### config.mk
export PLATFORM = sky130hd
export DESIGN_NAME = hazard_scoreboard
export DESIGN_NICKNAME = d
export VERILOG_FILES = /design/src/rtl/hazard_scoreboard.sv
export SDC_FILE = /design/constraint.sdc
export NUM_CORES = 1
export LEC_CHECK = 0
export BUFFER_PORTS_ARGS = -buffer_cell sky130_fd_sc_hd__buf_2
export CAP_MARGIN = 20
export CORE_ASPECT_RATIO = 1.2
export CORE_UTILIZATION = 50
export CTS_CLUSTER_SIZE = 14
export DETAILED_ROUTE_END_ITERATION = 7
export GPL_ROUTABILITY_DRIVEN = 0
export PLACE_DENSITY = 0.74
export SETUP_SLACK_MARGIN = 0.2
export SYNTH_ARGS = -nofsm -noshare
export SYNTH_HDL_FRONTEND = slang
export SYNTH_SLANG_ARGS = --single-unit
### constraint.sdc
create_clock -name clk -period 3.07 [get_ports clk]
set_clock_uncertainty 0.2 [all_clocks]
set_input_delay 0.614 -clock clk [delete_from_list [all_inputs] [get_ports clk]]
set_output_delay 0.614 -clock clk [all_outputs]
set_load 0.005 [all_outputs]
### src/rtl/hazard_scoreboard.sv
// Scoreboard-based hazard and forwarding control for the N-stage pipeline.
// Decides issue/stall at ID and registers EX forwarding selects for rs/rt.
module hazard_scoreboard #(
  parameter int NREG     = 32,
  parameter int DEPTH    = 3,
  parameter int ALU_LAT  = 1,
  parameter int LOAD_LAT = 2,
  parameter int FLUSH_N  = 1,
  localparam int AW      = $clog2(NREG),
  localparam int SELW    = $clog2(DEPTH + 1)
) (
  input  logic            clk,
  input  logic            reset,
  input  logic            id_valid,
  input  logic [AW-1:0]   id_rs,
  input  logic [AW-1:0]   id_rt,
  input  logic            id_rs_used,
  input  logic            id_rt_used,
  input  logic            id_wr_en,
  input  logic [AW-1:0]   id_wr_reg,
  input  logic            id_is_load,
  input  logic            flush,
  output logic            stall,
  output logic [SELW-1:0] ex_fwd_rs_sel,
  output logic [SELW-1:0] ex_fwd_rt_sel,
  output logic [31:0]     stall_cnt
);

  logic            sb_v   [1:DEPTH];
  logic [AW-1:0]   sb_reg [1:DEPTH];
  logic [SELW-1:0] sb_lat [1:DEPTH];

  logic            rs_hit, rt_hit;
  logic            rs_need, rt_need;
  logic [SELW-1:0] rs_pos, rt_pos;
  logic [SELW-1:0] rs_sel_n, rt_sel_n;
  logic            rs_look, rt_look;
  logic            issue;

  assign rs_look = id_valid & id_rs_used & (id_rs != '0);
  assign rt_look = id_valid & id_rt_used & (id_rt != '0);

  // Scan oldest to youngest so the youngest match is the last one kept.
  always_comb begin
    rs_hit  = 1'b0;
    rs_need = 1'b0;
    rs_pos  = '0;
    rt_hit  = 1'b0;
    rt_need = 1'b0;
    rt_pos  = '0;
    for (int p = DEPTH; p >= 1; p--) begin
      if (rs_look && sb_v[p] && sb_reg[p] == id_rs) begin
        rs_hit  = 1'b1;
        rs_pos  = SELW'(p);
        rs_need = int'(sb_lat[p]) > p;
      end
      if (rt_look && sb_v[p] && sb_reg[p] == id_rt) begin
        rt_hit  = 1'b1;
        rt_pos  = SELW'(p);
        rt_need = int'(sb_lat[p]) > p;
      end
    end
  end

  assign stall = (rs_need | rt_need) & ~flush & ~reset;
  assign issue = id_valid & ~stall & ~flush;

  // A producer already at WB is visible through the write-through regfile.
  always_comb begin
    rs_sel_n = '0;
    rt_sel_n = '0;
    if (rs_hit && int'(rs_pos) < DEPTH)
      rs_sel_n = rs_pos + SELW'(1);
    if (rt_hit && int'(rt_pos) < DEPTH)
      rt_sel_n = rt_pos + SELW'(1);
  end

  always_ff @(posedge clk) begin
    if (reset) begin
      for (int p = 1; p <= DEPTH; p++) begin
        sb_v[p]   <= 1'b0;
        sb_reg[p] <= '0;
        sb_lat[p] <= '0;
      end
      ex_fwd_rs_sel <= '0;
      ex_fwd_rt_sel <= '0;
      stall_cnt     <= '0;
    end else begin
      // Flush kills entries that sat in 1..FLUSH_N before this shift.
      for (int p = DEPTH; p >= 2; p--) begin
        sb_v[p]   <= sb_v[p-1] & ~(flush & (p - 1 <= FLUSH_N));
        sb_reg[p] <= sb_reg[p-1];
        sb_lat[p] <= sb_lat[p-1];
      end
      sb_v[1]   <= issue & id_wr_en & (id_wr_reg != '0);
      sb_reg[1] <= id_wr_reg;
      sb_lat[1] <= id_is_load ? SELW'(LOAD_LAT) : SELW'(ALU_LAT);
      ex_fwd_rs_sel <= issue ? rs_sel_n : '0;
      ex_fwd_rt_sel <= issue ? rt_sel_n : '0;
      if (stall && stall_cnt != '1)
        stall_cnt <= stall_cnt + 32'd1;
    end
  end

endmodule

# After elaboration in Yosys (flattened, before gate mapping)
# Memories as Yosys holds them, arrays and structs flattened.
# Cells that the tools add are included.
# op_classes
magnitude_cmp,4
eq_ne,7
add_sub_neg,3
n_bitwise,27
muxes,29
n_reduce_logical,20
# ops
cell,n
$add A32 B1 Y32 const B,1
$ne A32 B32 Y1 const B,1
$eq A5 B5 Y1,6
$mux W2,10
$mux W1,16
$logic_and A1 B1 Y1,15
$mux W5,3
$reduce_bool A5 Y1,3
$and A1 B1 Y1,11
$or A1 B1 Y1,10
$not A1 Y1,6
$reduce_or A3 Y1,2
$add A2 B1 Y2 const B,2
$lt A2 B2 Y1 const B,2
$gt A2 B1 Y1 const B,1
$gt A2 B2 Y1 const B,1
# totals
mem_bits_rw,24
ff_bits,36
memories,3
inputBits,23
output_inout_bits,37
# memory_table
name,depth,width,rd,rd_ports_with_merged_regs,wr,line_no,source
sb_reg,3,5,3,0,3,30,logic [AW-1:0] sb_reg [1:DEPTH];
sb_lat,3,2,2,0,3,31,logic [SELW-1:0] sb_lat [1:DEPTH];
sb_v,3,1,3,0,3,29,logic sb_v [1:DEPTH];

# Logic depth before layout (Yosys ltp)
# Gate-level depths: netlist of run 1.
# depth
word_depth,15
ltp_mapped,10
depth_no_buf,9

# Worst setup path before layout of run 1
# OpenSTA, ideal clock, no wires.
# synth_path
path_kind,input-to-output
start,input id_rt[1]
end,output stall
required_time_ps,2256
n_path_buf,2
arrival_ps,2189
cell_stages,7
path_slack_ps,67
path_cell_list,or4_4 -> o211ai_4 -> and4b_2 -> o211ai_2 -> o31ai_4 -> buf_6 -> buf_6
# synth_between
elab_chain_cells,9
# synth_rtl
element,line_no,source
start: declaration,16,"input logic [AW-1:0] id_rt,"
$reduce_bool A5 Y1,41,assign rt_look = id_valid & id_rt_used & (id_rt != '0);
$and A1 B1 Y1,41,
$logic_and A1 B1 Y1 (2 in series),57,if (rt_look && sb_v[p] && sb_reg[p] == id_rt) begin
$mux W1,57,
$mux W1 (*),57,
$or A1 B1 Y1 (*),65,assign stall = (rs_need | rt_need) & ~flush & ~reset;
$and A1 B1 Y1 (*) (2 in series),65,
end: declaration,23,"output logic stall,"
# Every way passes the cells marked *; elsewhere a longest branch is shown, timed or not.

# Worst setup path after layout of run 1
# Same ends and word-level chain as after synthesis.

==> flow_summary_export.csv, run 1 <==
group,metric,value,unit
grt,first_global_vias,2310,
cells_and_area,largest_register_ffs,32,
yosys,synthDominantCellAreaShare,41.1,%
floorplanning,core,0.00537,mm²
power,share_comb_of_total_power,5.8,%
yosys,yosys-top-cells-count,"sky130_fd_sc_hd__dfxtp_1, sky130_fd_sc_hd__xor2_1, sky130_fd_sc_hd__nor2_1, sky130_fd_sc_hd__nand4_1, sky130_fd_sc_hd__nor2b_1",
setup_path,crit_start,"id_rt[1]",
yosys,syn-cell-area,0.00282,mm²
grt,grt_pass1_wl,10.4,mm
setup_path,criticalPathCategory,"in2out",
detailed_routing,drt_first_iter_violations,121,
cells_and_area,register_area,0.00116,mm²
placed_design,dpl.hpwl,4.64,mm
detailed_routing,first_pass_iters,6,
yosys,postSynthRegisterBits,58,
status,failed_checks,"DRC",
sta,hold_violation_count_in_the_final_report,0,
setup_path,path_buf_inv,2,
setup_path,end_kind,"output port",
clock_tree,clk_pin_slew,0.06,ns
detailed_routing,viasPerCell,5.48,
power,switching_share,21.4,%
worst_hold_path,worstHoldStart,"sb_lat[1][0]",
setup_path,timing.critical_path.mode_cell,"sky130_fd_sc_hd__buf_2",
sta,report.final.setup_viol,0,
floorplanning,dieWidth,70.6,µm
worst_hold_path,timing.hold.worst.class,"reg2reg",
grt,overall_global_routing_resource_usage,22.5,%
yosys,synthTopCellsByArea,"sky130_fd_sc_hd__dfxtp_1, sky130_fd_sc_hd__xor2_1, sky130_fd_sc_hd__nand4_1",
run,timing.max_cap.violations,0,
placed_design,numPortBuffers,59,
yosys,yosysSeqAreaShare,41.1,%
power,leakagePower,1.55,nW
detailed_routing,postRouteAntennaNets,0,
cells_and_area,area.growth.synth_to_final,24.9,%
floorplanning,placementRows,29,
cells_and_area,multiInputGateArea,0.00160,mm²
sta,final_max_slew_viol_count,0,
setup_path,timing.critical_path.max_delay_family,"simple AND/OR/NAND/NOR gates",
grt,pin_count_of_the_biggest_net_entering_global_routing,50,
cells_and_area,final_design_area_no_fill,0.00352,mm²
setup_path,critPathMaxFanout,3,
power,seqPwrFrac,47.4,%
yosys,postSynthCellCount,304,
cells_and_area,nets,411,
sta,tightest_slew,0.518,ns
status,outcome,"complete, but fails checks",
detailed_routing,detail_route.wirelength,6.29,mm
clock_tree,cts_tree,"done",
cells_and_area,drive_above_1_share,27.9,%
placed_design,dpl_cell_area,0.00328,mm²
power,vdd.ir_drop.worst,0.000293,V
clock_tree,htree_num_levels,3,
yosys,synthesis.nets,330,
grt,antenna_found_initial,0,
setup_path,worstPathCellList,"buf_2 -> or4_4 -> o211ai_4 -> and4b_2 -> o211ai_2 -> o31ai_4 -> buf_2",
power,pwr_density_cell,463,mW/mm²
yosys,synth.lib_cells_used.distinct,41,
setup_path,worst_ep_required_time,2.26,ns
power,clockPowerShare,46.8,%
grt,grt_remaining_overflow,0,
detailed_routing,wire_per_inst,13.9,µm
placed_design,post-place-cells,434,
yosys,synthesis.yosys.warnings,0,
yosys,count_of_flip_flops_with_a_built_in_enable_after_synthesis,0,
power,total_switching_power,0.349,mW
cells_and_area,final.fill_count,464,
clock_tree,clkLatencyLatePin,0.33,ns
clock_tree,cts_buffer_depth,2,
sta,timing.fmax,336,MHz
sta,timing.setup.tns,0,ns
sta,post-route-period-util,96.9,%
yosys,synth.avg_cell_area,9.29,µm²
sta,min_period,2.97,ns
yosys,postSynth.asyncResetShare,0,%
yosys,netlist.top_cell.by_area,"sky130_fd_sc_hd__dfxtp_1",
yosys,ys.flop_type,"sky130_fd_sc_hd__dfxtp_1",
cells_and_area,final_cells,452,
detailed_routing,route.detailed.drc,6,
floorplanning,chipHeight,84.3,µm
setup_path,r2r-start,"stall_cnt[8]",
setup_path,critPathLaunchType,"input port",
power,cellInternalPower,1.28,mW
sta,slew-limit-headroom,65.4,%
clock_tree,cts-root-buf,"sky130_fd_sc_hd__clkbuf_8",
power,power.total,1.63,mW
floorplanning,initial_core_utilization,52.6,%
detailed_routing,detailroute.via_count,2475,
setup_path,crit_path_max_incr_delay,0.54,ns
clock_tree,clock-sinks,58,
sta,rsz0062_at_grt,"yes",
yosys,post-synth-top-count-cell,"sky130_fd_sc_hd__dfxtp_1",
clock_tree,postCtsHoldBufs,0,
cells_and_area,antenna_cell_count,0,
setup_path,critPathSlowestCell,"sky130_fd_sc_hd__or4_4",
clock_tree,numCtsBuffers,9,
floorplanning,floorplan.die_area,0.00595,mm²
setup_path,critical_path_arrival,2.16,ns
floorplanning,number_of_top_level_pins,60,
what timing repair did:
action	CTS	global route
pin swaps	1	1
gates resized for setup	0	3
setup endpoints to repair	1	14
buffers inserted	2	0
cells in the final DEF, fill, tap and decap left out, types with 2 or more instances in the layout:
cell type,count
sky130_fd_sc_hd__or4_1,2
sky130_fd_sc_hd__o31ai_1,2
sky130_fd_sc_hd__buf_4,20
sky130_fd_sc_hd__nor2b_1,22
sky130_fd_sc_hd__and2_1,3
sky130_fd_sc_hd__and4_1,6
sky130_fd_sc_hd__nand4_1,23
sky130_fd_sc_hd__clkbuf_8,10
sky130_fd_sc_hd__ha_1,3
sky130_fd_sc_hd__clkinv_2,2
sky130_fd_sc_hd__buf_2,59
sky130_fd_sc_hd__a21oi_1,5
sky130_fd_sc_hd__o21ai_0,6
sky130_fd_sc_hd__inv_1,3
sky130_fd_sc_hd__nor3_1,7
sky130_fd_sc_hd__or3_1,6
sky130_fd_sc_hd__bufinv_16,2
sky130_fd_sc_hd__nor2_1,35
sky130_fd_sc_hd__dfxtp_1,58
sky130_fd_sc_hd__nand3_1,11
sky130_fd_sc_hd__nor4_1,5
sky130_fd_sc_hd__and3_1,9
sky130_fd_sc_hd__xnor2_1,14
sky130_fd_sc_hd__xor2_1,41
sky130_fd_sc_hd__nand2_1,14
metrics by stage:
stage | hold slack (ns) | setup WS (ns) | utilization [%]
final | 0.233 | 0.0961 | 65.6
after global routing | 0.228 | 0.0535 | 65.6
after CTS | 0.228 | 0.0761 | 65.5
after detailed placement | 0.222 | -0.0286 | 61.1
after global placement | 0.219 | 0.0304 | 61.1
after floorplan | 0.214 | 0.0807 | -
cell type report:
class	count	area share [%]
Clock buffer	11	4.01
Clock inverter	5	2.20
Inverter	3	0.319
Multi-Input combinational cell	233	45.4
Sequential cell	58	32.9
Tap cell	62	2.20
Timing Repair Buffer	80	13.0
cell families after synthesis:
logic type / Yosys count / share of synthesized area, %
simple gates: 151 / 30.5
flops: 58 / 41.1
xor+xnor: 55 / 17.1
compound gates: 23 / 7.22
buf+inv: 13 / 2.39
fa+ha+maj: 3 / 1.33
mux: 1 / 0.355
power by group through the flow:
stage / clock network [mW] / logic, mW / registers [mW]
2_1_floorplan: 0 / 0.0534 / 0.788
6_report: 0.764 / 0.0955 / 0.774
4_1_cts: 0.784 / 0.0959 / 0.773
5_1_grt: 0.818 / 0.104 / 0.775
3_5_place_dp: 0 / 0.0957 / 0.790
3_3_place_gp: 0 / 0.0937 / 0.790
layer usage:
layer	wire [µm]	global-route usage, %
met3	236	5.28
met2	2970	36.2
met5	0	0
met1	2900	27.6
met4	176	12.9
worst paths after layout:
| path | endpoint | slack [ns] | depth (start not counted) |
|---|---|---|---|
| setup reg to reg | stall_cnt[23] | 0.46 | 8 |
| setup / recovery | stall | 0.1 | 7 |
| hold reg to reg | sb_lat[2][0] | 0.23 | 1 |
| hold / removal | sb_lat[2][0] | 0.23 | 1 |
worst register-to-register path: cells and delay by family (launching register included):
kind	cells	cell delay, ns
flops	1	0.45
xor+xnor	1	0.15
compound gates	1	0.41
simple gates	6	1.26
(Power assumes the default switching activity.)
==> inputs of run 2 (changes only) <==
RECOVER_POWER = 100   (was default)
==> run 2 against run 1 <==
Effect of this change:
- cell area decreased by 1.6%
- clock power about the same
- first-iteration DRC count grew 12%
- die area did not move
- combinational power is 2% lower
- largest power group unchanged
- highest routed layer unchanged
- global-route usage is the same
- the run still ends with DRC left
- critical path depth is 2 higher
- count of clock-buffer cells in the layout unchanged
- critical path type unchanged
- sequential share of layout area rose by 0.53 points
==> flow_summary_export.csv, run 2 (synthesized netlist as in run 1, its figures left out) <==
group,metric,value,unit
cells_and_area,layout_commonest_cell,"sky130_fd_sc_hd__dfxtp_1",
setup_path,critPathLaunchType,"input port",
worst_hold_path,timing.hold.worst.class,"reg2reg",
clock_tree,clock-sinks,58,
floorplanning,floorplan.die_area,0.00595,mm²
floorplanning,number_of_top_level_pins,60,
cells_and_area,commonest_cells_after_routing_fill_and_taps_aside,"sky130_fd_sc_hd__dfxtp_1, sky130_fd_sc_hd__buf_2, sky130_fd_sc_hd__xor2_1",
detailed_routing,detail_route.wirelength,6.28,mm
clock_tree,cts-root-buf,"sky130_fd_sc_hd__clkbuf_8",
sta,rsz0062_at_grt,"yes",
clock_tree,htree_num_levels,3,
cells_and_area,utilization,64.6,%
sta,hold_violation_count_in_the_final_report,0,
grt,pin_count_of_the_biggest_net_entering_global_routing,50,
cells_and_area,nets,411,
worst_hold_path,hold-path-cell-count,1,
setup_path,criticalPathCategory,"in2out",
grt,overall_global_routing_resource_usage,22.5,%
grt,grt_remaining_overflow,0,
detailed_routing,viasPerCell,5.44,
cells_and_area,antenna_cell_count,0,
detailed_routing,route.detailed.drc,6,
cells_and_area,drive_above_1_share,22.6,%
detailed_routing,wire_per_inst,13.9,µm
detailed_routing,detailroute.via_count,2460,
detailed_routing,first_pass_iters,6,
floorplanning,dieWidth,70.6,µm
sta,min_period,2.96,ns
power,pwr_density_cell,471,mW/mm²
clock_tree,clkLatencyLatePin,0.33,ns
placed_design,post-place-cells,434,
grt,grt.busiest_layer,"met2",
placed_design,dpl_cell_area,0.00328,mm²
grt,antenna_found_initial,0,
cells_and_area,largest_register_ffs,32,
sta,holdWs,0.233,ns
clock_tree,cts_tree,"done",
status,outcome,"complete, but fails checks",
setup_path,timing.reg2reg.setup_slack,0.35,ns
cells_and_area,final_cells,452,
placed_design,numPortBuffers,59,
setup_path,critPathMaxFanout,3,
setup_path,ff_to_ff_path_depth,10,
grt,first_global_vias,2310,
grt,grt.met1_usage,27.6,%
placed_design,dpl.hpwl,4.64,mm
floorplanning,core,0.00537,mm²
power,leakagePower,1.48,nW
grt,grt_use_met2,36.2,%
cells_and_area,final_design_area_no_fill,0.00347,mm²
setup_path,worst_ep_required_time,2.26,ns
run,timing.max_cap.violations,0,
sta,timing.fmax,338,MHz
cells_and_area,final.fill_count,482,
floorplanning,initial_core_utilization,52.6,%
sta,report.final.setup_viol,0,
sta,slew-limit-headroom,36.1,%
detailed_routing,postRouteAntennaNets,0,
sta,final_max_slew_viol_count,0,
clock_tree,cts_buffer_depth,2,
floorplanning,chipHeight,84.3,µm
power,vdd.ir_drop.worst,0.000293,V
clock_tree,clk_pin_slew,0.06,ns
floorplanning,placementRows,29,
setup_path,end_kind,"output port",
cells_and_area,area.growth.synth_to_final,22.9,%
clock_tree,numCtsBuffers,9,
grt,use_met3,5.28,%
sta,timing.setup.tns,0,ns
grt,grt_pass1_wl,10.4,mm
detailed_routing,drt_first_iter_violations,136,
sta,post-route-period-util,96.3,%
setup_path,critical_path_arrival,2.14,ns
sta,tightest_slew,0.958,ns
status,failed_checks,"DRC",
run 2: area by class of cell:
| type | count | area [µm²] | area share, % |
|---|---|---|---|
| Clock buffer | 11 | 141 | 4.08 |
| Clock inverter | 5 | 77.6 | 2.24 |
| Inverter | 3 | 11.3 | 0.325 |
| Multi-Input combinational cell | 233 | 1580 | 45.6 |
| Sequential cell | 58 | 1160 | 33.5 |
| Tap cell | 62 | 77.6 | 2.24 |
| Timing Repair Buffer | 80 | 418 | 12.0 |
run 2: report_power, final:
| part | leakage [nW] | internal, mW | total (mW) | switching, mW |
|---|---|---|---|---|
| Sequential | 0.471 | 0.764 | 0.774 | 0.0100 |
| Combinational | 0.902 | 0.0431 | 0.0939 | 0.0508 |
| Clock | 0.109 | 0.476 | 0.765 | 0.289 |
| Total | 1.48 | 1.28 | 1.63 | 0.350 |
run 2: path summary, 6_finish.rpt:
kind / from / to
worst max-delay path: id_rt[3] / stall
worst max register to register: sb_reg[0][12] / stall_cnt[16]
worst min register to register: sb_lat[1][0] / sb_lat[2][0]
worst min-delay path: sb_lat[1][0] / sb_lat[2][0]
run 2: timing repair:
item,4_1_cts,5_1_grt
hold endpoints to repair,0,0
hold buffers,0,0
gates cloned,0,0
endpoints found under the setup margin,1,14
setup buffers,2,0
resized for setup,0,3
pin swaps,1,1
run 2: metrics by stage:
| step | setup WS, ns | total power, mW |
|---|---|---|
| floorplan | 0.0807 | 0.841 |
| global placement | 0.0304 | 0.884 |
| detailed placement | -0.0286 | 0.886 |
| CTS | 0.0761 | 1.65 |
| global route | 0.0419 | 1.69 |
| finish | 0.114 | 1.63 |
run 2: metal layers:
layer	vias to the layer above	wire, µm
met4	0	176
met2	49	2940
li1	1241	-
met5	-	0
met1	1156	2950
met3	14	211
run 2: worst max-delay path: stages:
cell	delay [ns]
sky130_fd_sc_hd__clkbuf_1	0.08
sky130_fd_sc_hd__buf_4	0.15
sky130_fd_sc_hd__xor2_1	0.14
sky130_fd_sc_hd__nor4_2	0.35
sky130_fd_sc_hd__clkbuf_1	0.20
sky130_fd_sc_hd__nand4b_4	0.13
sky130_fd_sc_hd__a22oi_4	0.26
sky130_fd_sc_hd__o31ai_4	0.07
sky130_fd_sc_hd__clkbuf_1	0.14
